==> config.mk <==
export PLATFORM = sky130hd
export DESIGN_NAME = gba_sound_bus_master
export DESIGN_NICKNAME = d
export VERILOG_FILES = /design/src/rtl/gba_sound_bus_master.sv
export SDC_FILE = /design/constraint.sdc
export NUM_CORES = 1
export LEC_CHECK = 0
export CORE_ASPECT_RATIO = 0.75
export CORE_MARGIN = 4
export CORE_UTILIZATION = 32
export DETAILED_ROUTE_END_ITERATION = 8
export SYNTH_ARGS = -nofsm -noshare
export SYNTH_HDL_FRONTEND = slang
export SYNTH_SLANG_ARGS = --single-unit
==> constraint.sdc <==
create_clock -name clk -period 2.1 [get_ports clk]
set_input_delay 0.63 -clock clk [delete_from_list [all_inputs] [get_ports clk]]
set_output_delay 0.63 -clock clk [all_outputs]
set_load 0.05 [all_outputs]
==> src/rtl/gba_sound_bus_master.sv <==
// gba_sound_bus_master
//   Initiator side of the GBA sound MMIO bus. Turns one accepted CPU/DMA
//   register access into a single gb_bus transaction (one-cycle ena strobe),
//   captures read data from the responders and returns it right-aligned.
//   After reset, gb_bus_rst is held for RST_CYCLES cycles to initialise
//   every responder register.
//
// Ports
//   clk, reset           : system clock, synchronous active-high reset
//   cpu_req/cpu_ready    : request handshake (accept on req & ready)
//   cpu_adr/rnw/size     : byte address, direction, size (0 B, 1 H, 2/3 W)
//   cpu_wdata            : right-aligned write data
//   cpu_rvalid/cpu_rdata : one-cycle completion pulse, zero-extended read data
//   gb_bus_adr/din/dout  : word-aligned address, lane-steered write data, read data
//   gb_bus_rnw/ena/acc/be: direction, strobe, issued size, byte enables
//   gb_bus_rst           : responder register reset
//   gb_bus_done          : one-cycle pulse when the bus transaction retires
//
// state  | meaning
// INIT   | gb_bus_rst asserted, down-counter running, no requests taken
// IDLE   | cpu_ready high, waiting for a request
// ISSUE  | gb_bus_ena strobe; writes retire here
// WAIT   | read only: responder drives dout, sampled at end of cycle
// RESP   | cpu_rvalid pulse toward the requester
module gba_sound_bus_master #(
  parameter int ADR_W      = 28,
  parameter int RST_CYCLES = 2
) (
  input  logic             clk,
  input  logic             reset,
  input  logic             cpu_req,
  output logic             cpu_ready,
  input  logic [ADR_W-1:0] cpu_adr,
  input  logic             cpu_rnw,
  input  logic [1:0]       cpu_size,
  input  logic [31:0]      cpu_wdata,
  output logic             cpu_rvalid,
  output logic [31:0]      cpu_rdata,
  output logic [ADR_W-1:0] gb_bus_adr,
  output logic [31:0]      gb_bus_din,
  input  logic [31:0]      gb_bus_dout,
  output logic             gb_bus_rnw,
  output logic             gb_bus_ena,
  output logic [1:0]       gb_bus_acc,
  output logic [3:0]       gb_bus_be,
  output logic             gb_bus_rst,
  output logic             gb_bus_done
);

  localparam int               CNT_W    = (RST_CYCLES > 1) ? $clog2(RST_CYCLES) : 1;
  localparam logic [CNT_W-1:0] CNT_LOAD = CNT_W'(RST_CYCLES - 1);

  typedef enum logic [2:0] {
    S_INIT,
    S_IDLE,
    S_ISSUE,
    S_WAIT,
    S_RESP
  } state_t;

  state_t           state_q, state_d;
  logic [CNT_W-1:0] cnt_q, cnt_d;
  logic             rnw_q, rnw_d;
  logic [1:0]       acc_q, acc_d;
  logic [1:0]       lane_q, lane_d;
  logic [ADR_W-1:0] adr_q, adr_d;
  logic [31:0]      din_q, din_d;
  logic [31:0]      rdata_q, rdata_d;

  logic [1:0]       req_acc;
  logic [1:0]       req_lane;
  logic [31:0]      req_din;
  logic [31:0]      dout_shift;
  logic             issue;

  // Request decode: size 3 folds into word, lane bits are forced to the
  // natural alignment of the access, write data is replicated across lanes.
  always_comb begin
    req_acc  = (cpu_size == 2'd3) ? 2'd2 : cpu_size;
    req_lane = cpu_adr[1:0];
    req_din  = cpu_wdata;
    case (req_acc)
      2'd0: req_din = {4{cpu_wdata[7:0]}};
      2'd1: begin
        req_lane = {cpu_adr[1], 1'b0};
        req_din  = {2{cpu_wdata[15:0]}};
      end
      default: req_lane = 2'b00;
    endcase
  end

  // Halfword lanes are always 0 or 2, so a byte-granular shift covers both sizes.
  assign dout_shift = gb_bus_dout >> {lane_q, 3'b000};

  always_comb begin
    state_d     = state_q;
    cnt_d       = cnt_q;
    rnw_d       = rnw_q;
    acc_d       = acc_q;
    lane_d      = lane_q;
    adr_d       = adr_q;
    din_d       = din_q;
    rdata_d     = rdata_q;
    cpu_ready   = 1'b0;
    cpu_rvalid  = 1'b0;
    gb_bus_ena  = 1'b0;
    gb_bus_done = 1'b0;
    gb_bus_rst  = 1'b0;
    case (state_q)
      S_INIT: begin
        gb_bus_rst = 1'b1;
        if (cnt_q == '0) state_d = S_IDLE;
        else             cnt_d   = cnt_q - CNT_W'(1);
      end
      S_IDLE: begin
        cpu_ready = 1'b1;
        if (cpu_req) begin
          rnw_d   = cpu_rnw;
          acc_d   = req_acc;
          lane_d  = req_lane;
          adr_d   = {cpu_adr[ADR_W-1:2], 2'b00};
          din_d   = req_din;
          rdata_d = '0;
          state_d = S_ISSUE;
        end
      end
      S_ISSUE: begin
        gb_bus_ena = 1'b1;
        if (rnw_q) begin
          state_d = S_WAIT;
        end else begin
          // a reset landing now aborts the write, so it must not report done
          gb_bus_done = ~reset;
          state_d     = S_RESP;
        end
      end
      S_WAIT: begin
        gb_bus_done = ~reset;
        case (acc_q)
          2'd0:    rdata_d = {24'h0, dout_shift[7:0]};
          2'd1:    rdata_d = {16'h0, dout_shift[15:0]};
          default: rdata_d = gb_bus_dout;
        endcase
        state_d = S_RESP;
      end
      S_RESP: begin
        cpu_rvalid = ~reset;
        state_d    = S_IDLE;
      end
      default: state_d = S_INIT;
    endcase
  end

  always_ff @(posedge clk) begin
    if (reset) begin
      state_q <= S_INIT;
      cnt_q   <= CNT_LOAD;
      rnw_q   <= 1'b0;
      acc_q   <= 2'd0;
      lane_q  <= 2'd0;
      adr_q   <= '0;
      din_q   <= '0;
      rdata_q <= '0;
    end else begin
      state_q <= state_d;
      cnt_q   <= cnt_d;
      rnw_q   <= rnw_d;
      acc_q   <= acc_d;
      lane_q  <= lane_d;
      adr_q   <= adr_d;
      din_q   <= din_d;
      rdata_q <= rdata_d;
    end
  end

  assign issue      = (state_q == S_ISSUE);
  assign gb_bus_adr = adr_q;
  assign gb_bus_din = din_q;
  assign gb_bus_rnw = issue & rnw_q;
  assign gb_bus_acc = issue ? acc_q : 2'd0;
  assign cpu_rdata  = (state_q == S_RESP) ? rdata_q : 32'h0;

  always_comb begin
    gb_bus_be = 4'b0000;
    if (issue) begin
      case (acc_q)
        2'd0:    gb_bus_be = 4'b0001 << lane_q;
        2'd1:    gb_bus_be = lane_q[1] ? 4'b1100 : 4'b0011;
        default: gb_bus_be = 4'b1111;
      endcase
    end
  end

endmodule

==> impl_metrics.env, run 1 <==
export IMPL_synth_lib_cells_used_distinct=39
export IMPL_path_cells="buf_6, nor2_4, buf_12, and3_1, buf_12"
export IMPL_yosysTopAreaCellShare_pct=41.0
export IMPL_io_buffer_count=199
export IMPL_holdPathEnd="gb_bus_din[5]"
export IMPL_report_final_setup_viol=33
export IMPL_fin_total_pwr_w=0.00465
export IMPL_clk_path_buf_depth=2
export IMPL_synth_ff_latch_count=99
export IMPL_area_growth_synth_to_final_pct=63.6
export IMPL_tightest_hold_margin_ns=0.460
export IMPL_slowest_stage="sky130_fd_sc_hd__dfxtp_4"
export IMPL_synthesis_area_um2=4830
export IMPL_fill_cells=1364
export IMPL_synth_async_sr_flop_share_pct=0
export IMPL_fin_skew_ns=0.00670
export IMPL_type_of_the_worst_setup_path="reg2out"
export IMPL_final_min_period_over_clock_period_pct=104
export IMPL_worstSetupStartpointType="flip-flop"
export IMPL_dr_total_vias=5126
export IMPL_violations="setup timing"
export IMPL_floorplan_die_area_um2=17200
export IMPL_htree_num_levels=3
export IMPL_sequential_cell_area_um2=1990
export IMPL_critPathMostFrequentCell="sky130_fd_sc_hd__buf_12"
export IMPL_hpwlAfterDp_um=13100
export IMPL_post_drt_via_cell_ratio=5.12
export IMPL_timing_critical_path_arrival_ns=1.56
export IMPL_layout_drive_gt1_share_pct=25.7
export IMPL_initialDrtViolationCount=439
export IMPL_leakagePower_nw=3.05
export IMPL_netlist_top_cell_by_area="sky130_fd_sc_hd__dfxtp_1"
export IMPL_min_from="gb_bus_din[5]"
export IMPL_rows=38
export IMPL_vdd_ir_drop_worst_v=0.000336
export IMPL_floorplan_core_area_um2=14600
export IMPL_synth_seq_area_share_pct=41.0
export IMPL_cts_hold_buf=0
export IMPL_finalHoldViolations=0
export IMPL_timing_critical_path_slowest_cell_delay_ns=0.35
export IMPL_cell_types_occupying_the_most_area_after_synthesis="sky130_fd_sc_hd__dfxtp_1 (41%), sky130_fd_sc_hd__nand2_1 (8.9%), sky130_fd_sc_hd__a21oi_1 (6.7%)"
export IMPL_critical_path_capture_point_type="output port"
export IMPL_grt_antenna_before_repair=0
export IMPL_grt_use_total_pct=20.0
export IMPL_syn_inst=602
export IMPL_finish_net_count=894
export IMPL_tritoncts="yes"
export IMPL_finalMaxSlewViolations=0
export IMPL_clockRootBuffer="sky130_fd_sc_hd__clkbuf_16"
export IMPL_yosys_top_cells_count="sky130_fd_sc_hd__nand2_1 (115), sky130_fd_sc_hd__dfxtp_1 (99), sky130_fd_sc_hd__a21oi_1 (65)"
export IMPL_detailed_place_area_um2=7420
export IMPL_largest_net_degree_at_the_start_of_global_routing=59
export IMPL_fmax_ghz=0.457
export IMPL_ioPinCount=202
export IMPL_route_detailed_drc=0
export IMPL_reg2reg_depth=5
export IMPL_preCtsSetupSlack_ns=-0.00412
export IMPL_clkLatencyLatePin_ns=0.35
export IMPL_synthesis_area_per_instance_um2=8.03
export IMPL_hp_class="reg2reg"
export IMPL_fin_crit_ns=2.19
export IMPL_postRouteAntennaNets=0
export IMPL_power_per_cell_area_nw_per_um2=588
export IMPL_reg2reg_to="rdata_q[5]"
export IMPL_yosys_most_used_dff="sky130_fd_sc_hd__dfxtp_1"
export IMPL_worst_hold_path_num_cells=2
export IMPL_reg2reg_setup_slack_ns=0.37
export IMPL_synthesis_yosys_warnings=0
export IMPL_finalInstanceArea_um2=7910
export IMPL_wl_um=17800
export IMPL_drt_pre_antenna_iters=5
export IMPL_final_setup_worst_slack_ns=-0.0876
export IMPL_synth_enable_flop_cells=0
export IMPL_multi_input_comb_area_um2=2680
export IMPL_worst_setup_hold_path_clk_slew_ns=0.07
export IMPL_initial_utilization_pct=33.0
export IMPL_cts_sinks=99
export IMPL_max_cap_viol_count=0
export IMPL_cp_required_ns=1.47
export IMPL_routedWlPerCell_um=17.8
export IMPL_die_width_um=150
export IMPL_rsz0062_at_grt="true"
export IMPL_first_global_vias=4808
export IMPL_timing_rr_start="state_q[2]"
export IMPL_yosys_cell_count_top_type="sky130_fd_sc_hd__nand2_1"
export IMPL_global_route_wire_length_before_repair_um=27100
export IMPL_timing_critical_path_fanout_max=17
export IMPL_cts_buffers_inserted=9
export IMPL_total_congestion_overflow=0
export IMPL_n_antenna_cell=0
export IMPL_dieHeight_um=114
export IMPL_run_status="finished, violations left"
export IMPL_gp_congestion=0.890
==> how the worst max path moves through the flow <==
stage                start              to  depth (start not counted)
2_1_floorplan   state_q[1]   gb_bus_acc[0]                          3
3_3_place_gp   cpu_size[0]  gb_bus_din[30]                          5
3_5_place_dp       cpu_req   gb_bus_din[8]                          5
4_1_cts         state_q[1]   cpu_rdata[19]                          6
5_1_grt         state_q[1]   cpu_rdata[17]                          5
6_report        state_q[1]    cpu_rdata[1]                          5
==> cell families after synthesis <==
group | synth area share, %
other cells | 0.0776
buf+inv | 6.78
compound gates | 22.3
simple gates | 24.3
mux | 5.59
flops | 41.0
==> final cells by class <==
type / instances / share of cell area (%)
Clock buffer: 10 / 2.89
Clock inverter: 6 / 0.696
Inverter: 11 / 0.522
Multi-Input combinational cell: 433 / 33.9
Sequential cell: 99 / 25.1
Tap cell: 200 / 3.16
Timing Repair Buffer: 242 / 33.7
==> what timing repair did <==
action,4_1_cts,5_1_grt
setup buffers,5,0
gates cloned,2,0
resized for setup,34,9
setup endpoints to repair,43,42
pin swaps,9,7
endpoints found under the hold margin,0,0
==> critical path: cells and delay by family, from the launching register on <==
| family | cells | cell delay (ns) |
|---|---|---|
| flip-flops | 1 | 0.35 |
| buffers and inverters | 3 | 0.43 |
| AND/OR/NAND/NOR | 2 | 0.41 |
==> sequential cells by signal, indices dropped and copies added (netlist names) <==
register	count
gb_bus_din	32
rdata_q	32
gb_bus_adr	26
state_q	3
acc_q	2
lane_q	2
cnt_q	1
rnw_q	1
==> through the flow <==
step           std cells  util (%)  TNS (ns)
2_1_floorplan        603         -     -1.76
6_report            1001      54.0     -1.60
3_5_place_dp         980      50.6  -0.00412
3_3_place_gp         980      50.6         0
5_1_grt             1001      54.0     -4.08
4_1_cts             1003      54.2     -2.82
==> routing by layer <==
metal / track usage [%] / vias to the layer above / wire length [um]
li1: - / 2496 / -
met1: 28.4 / 2407 / 8280
met2: 29.6 / 201 / 7790
met3: 5.78 / 22 / 1490
met4: 5.48 / 0 / 274
met5: 0 / - / 0
==> power by group <==
part | internal, W | switching, W | leakage, nW
Clock | 0.000827 | 0.000776 | 0.133
Sequential | 0.00194 | 0.0000457 | 0.803
Combinational | 0.000441 | 0.000616 | 2.11
==> placed cells by master (no fill, tap or decap), drive strengths merged, types with 5 or more instances in the layout <==
cell	netlist	layout
o21bai	7	7
mux2	8	8
clkdlybuf4s50	0	96
dfxtp	99	99
nor2	31	31
mux2i	18	18
nand3b	6	6
o21a	5	5
clkbuf	29	10
buf	31	146
nand2	115	115
and3	33	33
o21ai	32	32
a21oi	65	65
nor3	5	5
a221oi	24	24
a211oi	10	10
o211ai	8	8
a22o	8	8
nor3b	7	7
inv	11	14
and3b	6	6
nand2b	11	11
a311oi	8	8
nor2b	11	11
Power figures use the tool's default switching activity.
==> run 2: changes to the inputs <==
ABC_CLOCK_PERIOD_IN_PS = 2100   (was not set)
CORE_ASPECT_RATIO = not set   (was 0.75)
==> impl_metrics.env, run 2 (synthesis gave the netlist of run 1 again) <==
export IMPL_run_status="finished clean"
export IMPL_hpwlAfterDp_um=13000
export IMPL_leakagePower_nw=3.01
export IMPL_fin_skew_ns=0.00770
export IMPL_p_sw_w=0.00140
export IMPL_first_global_vias=5145
export IMPL_vdd_ir_drop_worst_v=0.000315
export IMPL_mostFrequentLayoutCell="sky130_fd_sc_hd__nand2_1"
export IMPL_dr_total_vias=5236
export IMPL_final_setup_worst_slack_ns=0.0140
export IMPL_post_drt_via_cell_ratio=5.32
export IMPL_wl_um=17900
export IMPL_hp_class="reg2reg"
export IMPL_htree_num_levels=3
export IMPL_timing_critical_path_fanout_max=7
export IMPL_ioPinCount=202
export IMPL_fill_cells=1383
export IMPL_route_detailed_drc=0
export IMPL_critical_path_capture_point_type="output port"
export IMPL_drt_pre_antenna_iters=4
export IMPL_routedWlPerCell_um=18.1
export IMPL_grt_antenna_before_repair=0
export IMPL_worst_slew_margin_rel_pct=63.4
export IMPL_timing_critical_path_arrival_ns=1.46
export IMPL_internal_power_w=0.00323
export IMPL_gp_congestion=0.882
export IMPL_cp_required_ns=1.47
export IMPL_global_route_wire_length_before_repair_um=27300
export IMPL_final_min_period_over_clock_period_pct=99.3
export IMPL_rows=44
export IMPL_layout_drive_gt1_share_pct=26.3
export IMPL_preCtsSetupSlack_ns=0.0157
export IMPL_report_final_setup_viol=0
export IMPL_floorplan_die_area_um2=17100
export IMPL_cts_sinks=99
export IMPL_clockRootBuffer="sky130_fd_sc_hd__clkbuf_16"
export IMPL_io_buffer_count=199
export IMPL_instances_no_fill=984
export IMPL_finalCoreUtilization_pct=53.7
export IMPL_finalHoldViolations=0
export IMPL_grt_use_total_pct=20.3
export IMPL_mostFrequentLayoutCells="sky130_fd_sc_hd__nand2_1 (115), sky130_fd_sc_hd__dfxtp_1 (96), sky130_fd_sc_hd__clkdlybuf4s50_1 (96)"
export IMPL_power_per_cell_area_nw_per_um2=588
export IMPL_finish_net_count=894
export IMPL_area_growth_synth_to_final_pct=62.6
export IMPL_fmax_ghz=0.479
export IMPL_power_sequential_fraction_pct=43.0
export IMPL_post_place_cells=960
export IMPL_pwr_share_comb_pct=23.2
export IMPL_clk_path_buf_depth=2
export IMPL_postRouteAntennaNets=0
export IMPL_worst_setup_hold_path_clk_slew_ns=0.07
export IMPL_share_clk_of_total_power_pct=33.8
export IMPL_n_antenna_cell=0
export IMPL_total_congestion_overflow=0
export IMPL_tightestPinTransition_ns=0.550
export IMPL_initialDrtViolationCount=267
export IMPL_tritoncts="yes"
export IMPL_rsz0062_at_grt="true"
export IMPL_fin_crit_ns=2.09
export IMPL_floorplan_core_area_um2=14600
export IMPL_worstSetupStartpointType="flip-flop"
export IMPL_tightest_hold_margin_ns=0.455
export IMPL_largest_net_degree_at_the_start_of_global_routing=60
export IMPL_dieHeight_um=131
export IMPL_fin_total_pwr_w=0.00463
export IMPL_initial_utilization_pct=33.0
export IMPL_finalMaxSlewViolations=0
export IMPL_max_cap_viol_count=0
export IMPL_clkLatencyLatePin_ns=0.35
export IMPL_die_width_um=131
export IMPL_power_switching_share_pct=30.2
export IMPL_type_of_the_worst_setup_path="reg2out"
export IMPL_cts_buffers_inserted=9
-- run 2: changes by cell type in the layout (fill, tap and decap cells not counted), moves of 2 or more --
cell,change
sky130_fd_sc_hd__buf_4,+2
sky130_fd_sc_hd__and3_4,+7
sky130_fd_sc_hd__and3_1,-7
sky130_fd_sc_hd__and2_1,+2
sky130_fd_sc_hd__buf_12,-4
sky130_fd_sc_hd__and2_4,-2
sky130_fd_sc_hd__inv_8,-2
-- run 2: critical path, cell delays in order (launching register included) --
cell and delay [ns]:
sky130_fd_sc_hd__dfxtp_4 0.36, sky130_fd_sc_hd__nor2_4 0.13, sky130_fd_sc_hd__buf_12 0.14, sky130_fd_sc_hd__buf_6 0.12, sky130_fd_sc_hd__and3_1 0.21, sky130_fd_sc_hd__buf_12 0.15
-- run 2: path summary, 6_finish.rpt --
check | cells after the start | slack (ns) | startpoint | to
hold / removal | 2 | 0.46 | gb_bus_din[1] | gb_bus_din[1]
setup / recovery | 5 | 0.01 | state_q[0] | cpu_rdata[6]
setup reg to reg | 5 | 0.42 | state_q[2] | rdata_q[5]
hold reg to reg | 2 | 0.46 | gb_bus_din[1] | gb_bus_din[1]
-- run 2: metal layers --
| layer | share of wire, % | global-route usage, % | vias up |
|---|---|---|---|
| li1 | - | - | 2506 |
| met1 | 40 | 24.6 | 2478 |
| met3 | 8.9 | 6.42 | 26 |
| met4 | 2.0 | 7.32 | 0 |
| met2 | 49 | 33.9 | 226 |
| met5 | 0 | 0 | - |
-- run 2: repair_timing --
item,in CTS,in global routing
hold buffers,0,0
gates cloned,1,3
gates resized for setup,17,37
endpoints found under the hold margin,0,0
endpoints found under the setup margin,41,40
pin swaps,2,3
buffers inserted,2,3
-- run 2: final cells by class --
type	instances	area, um^2	share of cell area, %
multi-input cells	433	2710	34.4
repair buffers	242	2630	33.4
flip-flops and latches	99	1990	25.3
clock buffers	11	243	3.09
well taps	184	230	2.93
inverters	11	41.3	0.525
clock inverters	4	27.5	0.350
-- run 2: stage by stage --
stage	area, um^2	TNS (ns)
floorplan	4850	-1.76
global placement	7300	0
detailed placement	7300	0
CTS	7650	-0.0859
global route	7860	-0.328
finish	7860	0
-- run 2: power groups by stage --
stage	clock [W]	combinational (W)	sequential (W)
floorplan	0	0.000346	0.00222
global placement	0	0.000985	0.00203
detailed placement	0	0.000998	0.00204
CTS	0.00161	0.00102	0.00200
global route	0.00168	0.00114	0.00200
finish	0.00156	0.00107	0.00199
